### src/rtl/regfile_mp.sv
// Multi-port register file: registered reads with write-first bypass,
// highest-port-wins write priority, optional hard-wired zero register and
// a clear engine that sweeps the array to zero after reset or on request.
module regfile_mp #(
    parameter int DATA_W   = 32,
    parameter int DEPTH    = 32,
    parameter int NUM_RD   = 2,
    parameter int NUM_WR   = 1,
    parameter int ZERO_REG = 1,
    parameter int ADDR_W   = $clog2(DEPTH)
) (
    input  logic                       clk,
    input  logic                       rst_n,
    input  logic                       clear_req,
    output logic                       busy,
    input  logic [NUM_WR-1:0]          wr_en,
    input  logic [NUM_WR*ADDR_W-1:0]   wr_addr,
    input  logic [NUM_WR*DATA_W-1:0]   wr_data,
    input  logic [NUM_RD*ADDR_W-1:0]   rd_addr,
    output logic [NUM_RD*DATA_W-1:0]   rd_data
);

    typedef enum logic {S_IDLE, S_CLEAR} state_e;

    state_e             state_q;
    logic [ADDR_W-1:0]  cnt_q;
    logic               busy_q;
    logic [DATA_W-1:0]  mem_q [DEPTH];
    logic [NUM_WR-1:0]  wr_act;

    assign busy = busy_q;

    // Effective write enables: nothing lands while clearing, and r0 is
    // read-only when it is the hard-wired zero register.
    always_comb begin
        wr_act = '0;
        for (int k = 0; k < NUM_WR; k++) begin
            wr_act[k] = wr_en[k] && !busy_q &&
                        !(ZERO_REG != 0 && wr_addr[k*ADDR_W +: ADDR_W] == '0);
        end
    end

    // Clear-engine FSM; busy is a registered copy of the CLEAR state.
    always_ff @(posedge clk or negedge rst_n) begin
        if (!rst_n) begin
            state_q <= S_CLEAR;
            cnt_q   <= '0;
            busy_q  <= 1'b1;
        end else begin
            case (state_q)
                S_IDLE: begin
                    if (clear_req) begin
                        state_q <= S_CLEAR;
                        cnt_q   <= '0;
                        busy_q  <= 1'b1;
                    end
                end
                S_CLEAR: begin
                    cnt_q <= cnt_q + ADDR_W'(1);
                    if (cnt_q == ADDR_W'(DEPTH - 1)) begin
                        state_q <= S_IDLE;
                        busy_q  <= 1'b0;
                    end
                end
                default: begin
                    state_q <= S_CLEAR;
                    cnt_q   <= '0;
                    busy_q  <= 1'b1;
                end
            endcase
        end
    end

    // Array update: clear sweep, or port writes in ascending order so the
    // highest-numbered port wins on an address collision.
    always_ff @(posedge clk) begin
        if (busy_q) begin
            mem_q[cnt_q] <= '0;
        end else begin
            for (int k = 0; k < NUM_WR; k++) begin
                if (wr_act[k])
                    mem_q[wr_addr[k*ADDR_W +: ADDR_W]] <= wr_data[k*DATA_W +: DATA_W];
            end
        end
    end

    for (genvar j = 0; j < NUM_RD; j++) begin : g_rd
        logic [ADDR_W-1:0] ra;
        logic [DATA_W-1:0] rd_d;
        logic [DATA_W-1:0] rd_q;

        assign ra = rd_addr[j*ADDR_W +: ADDR_W];

        // Next read value: array, overridden by the winning same-cycle write,
        // forced to zero for r0 (when hard-wired) or while clearing.
        always_comb begin
            rd_d = mem_q[ra];
            for (int k = 0; k < NUM_WR; k++) begin
                if (wr_act[k] && wr_addr[k*ADDR_W +: ADDR_W] == ra)
                    rd_d = wr_data[k*DATA_W +: DATA_W];
            end
            if ((ZERO_REG != 0 && ra == '0) || busy_q)
                rd_d = '0;
        end

        // Read output register, sampled every cycle.
        always_ff @(posedge clk or negedge rst_n) begin
            if (!rst_n) rd_q <= '0;
            else        rd_q <= rd_d;
        end

        assign rd_data[j*DATA_W +: DATA_W] = rd_q;
    end

endmodule

### config.mk
export PLATFORM = sky130hd
export DESIGN_NAME = regfile_mp
export DESIGN_NICKNAME = d
export VERILOG_FILES = /design/src/rtl/regfile_mp.sv
export SDC_FILE = /design/constraint.sdc
export NUM_CORES = 1
export LEC_CHECK = 0
export ABC_AREA = 0
export CORE_ASPECT_RATIO = 0.7
export CORE_MARGIN = 3
export CORE_UTILIZATION = 30
export CTS_CLUSTER_DIAMETER = 60
export DETAILED_ROUTE_END_ITERATION = 10
export HOLD_SLACK_MARGIN = 0.08
export SYNTH_ARGS = -nofsm -noshare
export SYNTH_HDL_FRONTEND = slang
export SYNTH_SLANG_ARGS = --single-unit
export TNS_END_PERCENT = 100
### constraint.sdc
create_clock -name clk -period 4.5 [get_ports clk]
set_input_delay 0.675 -clock clk [delete_from_list [all_inputs] [get_ports clk]]
set_output_delay 0.675 -clock clk [all_outputs]
set_load 0.02 [all_outputs]
==> results.toml, run 1 <==
[outcome]
status = "completed"

[logic_synthesis]
synth-edff-count = 1024
syn-num-nets = 2842
synth_cells = 2789
ys_async_sr_fraction = 0.06484
synth_area_per_cell_um2 = 18.08
synth_xor_xnor_area_share = 0.002084
ys_ff_latch = 1095
synth.area.mux_share = 0.2277
synth_area_mm2 = 0.05043
synth-main-ff-cell = "edfxtp_1"
yosys.area_share.simple = 0.01719
yosys_warnings = 0
ys_types = 44
ys_seq_area_frac = 0.6450
synth_compound_area_frac = 0.08638
synth-adder-area-share = 0.0004962
synth_top_family_by_area = "multiplexers"

[pwr]
power_density_mw_per_mm2 = 460.6
power.total_uw = 27000
peakVddDrop_v = 0.0003472
p_leak_uw = 0.01965

[sta]
finalCriticalPeriod_ns = 3.213
maxSlewViolCount = 0
hold_violations = 0
setup_viol_count_final = 0
fmax_mhz = 311.3
clock_skew_ns = 0.04358
tightest_slew_ns = 1.240
rsz0062_at_grt = "no"
tns_ns = 0
holdWs_ns = 0.5813
finalCritPeriodShare = 0.7140
slew_headroom = 0.1730

[clock_network]
clock_path_buffers = 3
htree_levels = 3
cts_tree = "done"
cts-resized-gates = 0
clock_latency_ns = 0.73
clk_pin_slew_ns = 0.07
root_buffer = "clkbuf_16"
cts_made_buffers = 100
cts.sinks = 1095

[worst_setup_path]
path_max_fanout = 20
slowest_delay_ns = 0.61
start_kind = "primary input"
required_ns = 4.86
worstPathArrival_ns = 3.57
crit_path_end_kind = "flip-flop"
path_cells = "clkdlybuf4s50_1 -> or4_4 -> o21ai_2 -> mux2i_1 -> nand3_1 -> nor2_4 -> buf_4"
path_class = "in -> reg"
cpMaxStageDelayCell = "or4_4"

[floorplanning]
num_rows = 125
die_w_um = 496.1
pin_count = 116
start_util = 0.3031
dieArea_mm2 = 0.1731
die_height_um = 349.0
core-area_mm2 = 0.1664

[final_layout]
fin_area_mm2 = 0.05862
finalNetCount = 2987
drive_gt1_frac = 0.2384
area_growth_pct = 16.22
antenna_cells = 0

[hold_path]
min_path_type = "in -> async"

[detailed_routing]
drcViolationCount = 0
postRouteAntennaNets = 0
drt_iter0_drc = 3744
routed_via_density = 5.757
drt_pass1_iterations = 8
wirelength_um = 155600
wl_per_cell_um = 29.72
num_vias = 30134

[global_routing]
globalRouteOverflowTotal = 0
antenna_found_initial = 5
grt_pass1_vias = 29817
grtUsageTotal = 0.1767
grt_pass1_wl_um = 221800
grt_max_degree = 95

[placement]
place_area_mm2 = 0.05529
place.gp.congestion = 0.8254
post-dp-hpwl_um = 95690
io_buffers = 115

[job]
cap_violations = 0
cell families (layout without fill, tap and decap cells):
| logic type | count (synthesis) | after routing |
|---|---|---|
| compound gates | 567 | 567 |
| xor+xnor | 12 | 12 |
| fa+ha+maj | 2 | 2 |
| buf+inv | 234 | 457 |
| flops | 1095 | 1095 |
| mux | 707 | 707 |
| simple gates | 172 | 172 |
timing repair:
item                                   in CTS  in global routing
hold buffers                                1                  0
buffers inserted                            0                  0
endpoints found under the hold margin      14                  0
critical path: cells and delay by family:
family                 cells  cell delay (ns)
muxes                      1             0.38
and+or+nand+nor            3             1.21
buffers and inverters      2             1.00
AOI/OAI and AO/OA          1             0.29
sequential cells by signal, summed over array words and instances, names as in the netlist:
register	count
state_q	1
cnt_q	5
mem_q	1024
busy	1
g_rd.rd_q	64
routing by layer:
metal | track usage | up-vias | routed length, um
li1 | - | 12227 | -
met3 | 0.04324 | 205 | 16720
met4 | 0.03829 | 2 | 3188
met5 | 0 | - | 13
met2 | 0.2624 | 1671 | 68950
met1 | 0.2610 | 16029 | 66690
final cells by class:
class,instances,area (um^2)
clock inverter,54,681.9
clock buffer,126,2640
timing repair buffer,273,2774
inverter,4,16.27
sequential,1095,32530
fill,15551,107800
multi-input combinational,1460,17200
tap,2222,2780
cells in the mapped netlist (all sizes together) (5+ instances only):
library cell     n  share of area
clkbuf         108         0.0080
a211oi          64         0.0095
and2            33         0.0041
nand2           39         0.0029
dfrtp           69          0.034
nor3             5        0.00050
a22oi           98          0.015
nand3           12         0.0012
buf            122          0.013
nor2b           37         0.0046
mux4           352           0.16
mux2i          354          0.070
a21oi           65         0.0065
a221oi         160          0.028
a221o           32         0.0064
edfxtp        1024           0.61
xnor2           11         0.0019
nor2            38         0.0028
o21bai          64         0.0095
a211o           32         0.0056
o21ai           37         0.0038
power breakdown:
group          total (uW)  internal [uW]  switching (uW)
Combinational        5050           1820            3230
Sequential          13100          12600             533
Clock                8820           4840            3980
per-stage QoR:
stage                     instances  setup slack (ns)    util
after floorplan                2789            0.6177       -
after global placement         5053            0.6307  0.3322
after detailed placement       5053            0.6075  0.3322
after CTS                      5234             1.387  0.3522
after global routing           5234             1.194  0.3522
final                          5234             1.287  0.3522
cells in the final DEF (no fill, tap or decap), types with 3 or more instances in the layout:
cell	instances
a211o_1	32
a211oi_1	64
a21oi_1	65
a221o_1	32
a221oi_1	160
a22oi_1	98
and2_1	32
buf_12	34
buf_4	126
buf_8	4
bufinv_16	11
clkbuf_1	22
clkbuf_16	100
clkbuf_8	4
clkdlybuf4s50_1	106
clkinv_1	14
clkinv_16	3
clkinv_2	16
clkinvlp_4	4
dfrtp_1	69
edfxtp_1	1024
inv_6	3
mux2i_1	354
mux4_2	352
nand2_1	39
nand2b_1	4
nand3_1	12
nor2_1	3
nor2_4	35
nor2b_1	33
nor2b_4	4
nor3_1	3
o21ai_0	35
o21bai_1	64
xnor2_1	11
final timing paths:
kind | to | slack (ns) | startpoint | cells past startpoint
max in group asynchronous | g_rd[0].rd_q[1] | 2.88 | rst_n | 3
worst max-delay path | mem_q[13][11] | 1.29 | wr_addr[1] | 7
worst min-delay path | g_rd[1].rd_q[5] | 0.58 | rst_n | 2
worst max register to register | mem_q[26][25] | 1.52 | busy | 5
min in group clk | state_q | 0.59 | state_q | 2
worst min register to register | state_q | 0.59 | state_q | 2
Power figures use the tool's default switching activity.
==> run 2: changes to the inputs <==
==> constraint.sdc (replaced) <==
create_clock -name clk -period 3.3 [get_ports clk]
set_input_delay 0.495 -clock clk [delete_from_list [all_inputs] [get_ports clk]]
set_output_delay 0.495 -clock clk [all_outputs]
set_load 0.02 [all_outputs]
==> results.toml, run 2 (synthesis results as in run 1) <==
[job]
cap_violations = 0

[final_layout]
nFillCells = 15356
finalNetCount = 3139
fin_cells = 5399
largest_register = "mem_q"
final_common_cell = "edfxtp_1"
drive_gt1_frac = 0.2773
top_regs = "mem_q (1024), g_rd.rd_q (64), cnt_q (5)"
fin_area_mm2 = 0.06063
largest_reg_flops = 1024
final_cell_mix = "edfxtp_1, mux2i_1, mux4_2"
area_growth_pct = 20.22

[worst_setup_path]
crit_path_end_kind = "flip-flop"
start_kind = "primary input"
worstPathArrival_ns = 3.30
reg2reg_slack_ns = 0.66
rr_worst_depth = 6
reg2reg_from = "busy"
path_class = "in -> reg"
crit_end = "g_rd[1].rd_q[23]"
path_max_fanout = 11
crit_start = "wr_addr[4]"
required_ns = 3.94
r2r-end = "g_rd[1].rd_q[23]"

[global_routing]
grt_pass1_wl_um = 232800
antenna_found_initial = 6
grtUsageTotal = 0.1868
grt_max_degree = 62
globalRouteOverflowTotal = 0
grt_pass1_vias = 30918

[floorplanning]
pin_count = 116
die_w_um = 496.1
die_height_um = 349.0
core-area_mm2 = 0.1664
num_rows = 125
start_util = 0.3031
dieArea_mm2 = 0.1731

[sta]
fmax_mhz = 375.6
rsz0062_at_grt = "no"
slew_headroom = 0.1843
tightest_slew_ns = 1.217
holdWs_ns = 0.3888
finalCritPeriodShare = 0.8068
hold_violations = 0
setup_viol_count_final = 0
maxSlewViolCount = 0
finalCriticalPeriod_ns = 2.663
clock_skew_ns = 0.03260

[detailed_routing]
routed_via_density = 5.747
wl_per_cell_um = 30.45
postRouteAntennaNets = 0
drt_pass1_iterations = 5
drcViolationCount = 0
num_vias = 31029
wirelength_um = 164400
drt_iter0_drc = 4282

[clock_network]
htree_levels = 3
clk_pin_slew_ns = 0.07
clock_path_buffers = 3
root_buffer = "clkbuf_16"
post-cts-setup-buffers = 0
clock_latency_ns = 0.73
holdBufCountCts = 1
cts-resized-gates = 0
cts_tree = "done"
cts.sinks = 1095
cts_made_buffers = 102

[pwr]
power_density_mw_per_mm2 = 622.3
clkPwrFrac = 0.321
pwr-share-comb = 0.205
p_leak_uw = 0.02073
p_sw_frac = 0.2875
internal_power_uw = 26890
p_seq_frac = 0.474
netSwitchingPower_uw = 10850
peakVddDrop_v = 0.0004520

[placement]
post-dp-hpwl_um = 108500
io_buffers = 115
placedCellCount = 5203
place.gp.congestion = 0.8690
place_area_mm2 = 0.05722

[outcome]
status = "completed"

[hold_path]
min_path_type = "in -> async"
## run 2: cell types whose count changed in the layout (fill, tap and decap cells not counted), sizes merged
cell,before,now
buf,166,316
clkinv,36,49
diode,0,4
clkinvlp,4,6
clkbuf,126,120
inv,7,9
## run 2: power groups by stage
stage                     sequential (uW)  combinational [uW]  clock [uW]
after floorplan                     18200                3500           0
after global placement              18100                7600           0
after detailed placement            18100                7680           0
after CTS                           17900                7710       12300
after global routing                18000                8090       12900
final                               17900                7730       12100
## run 2: critical path, stage by stage
cell and delay, ns:
clkdlybuf4s50_1 0.63, buf_4 0.21, xnor2_1 0.11, nand3_1 0.23, nor3_2 0.97, buf_4 0.40
a211o_1 0.23
## run 2: layout make-up
cell class / instances / area, um^2 / share of cell area
clock inverter: 71 / 728.2 / 0.01201
clock buffer: 120 / 2661 / 0.04389
sequential: 1095 / 32530 / 0.5365
timing repair buffer: 423 / 4713 / 0.07773
tap: 2222 / 2780 / 0.04585
inverter: 4 / 16.27 / 0.0002683
antenna: 4 / 10.01 / 0.0001651
multi-input combinational: 1460 / 17200 / 0.2836
## run 2: worst min-delay path by stage
stage	slack [ns]	endpoint	cells after the start
after floorplan	0.20	cnt_q[0]	0
after global placement	0.57	g_rd[0].rd_q[18]	1
after detailed placement	0.58	g_rd[0].rd_q[18]	1
after CTS	0.33	g_rd[0].rd_q[14]	2
after global routing	0.38	g_rd[0].rd_q[14]	2
final	0.39	g_rd[0].rd_q[14]	2
## run 2: per-layer routing
layer / global-route usage / part of all wire
met2: 0.2687 / 0.43
met1: 0.2756 / 0.43
met3: 0.05021 / 0.11
met4: 0.05279 / 0.028
met5: 0 / 0.000079
## run 2: stage by stage
| stage | utilization | setup TNS, ns | worst slack [ns] | total power [uW] |
|---|---|---|---|---|
| floorplan | - | -254.92 | -0.4023 | 21680 |
| global placement | 0.3439 | -18.52 | -0.1045 | 25720 |
| detailed placement | 0.3439 | -9.314 | -0.07780 | 25820 |
| CTS | 0.3643 | 0 | 0.6306 | 37890 |
| global route | 0.3643 | 0 | 0.5345 | 38970 |
| finish | 0.3644 | 0 | 0.6375 | 37730 |
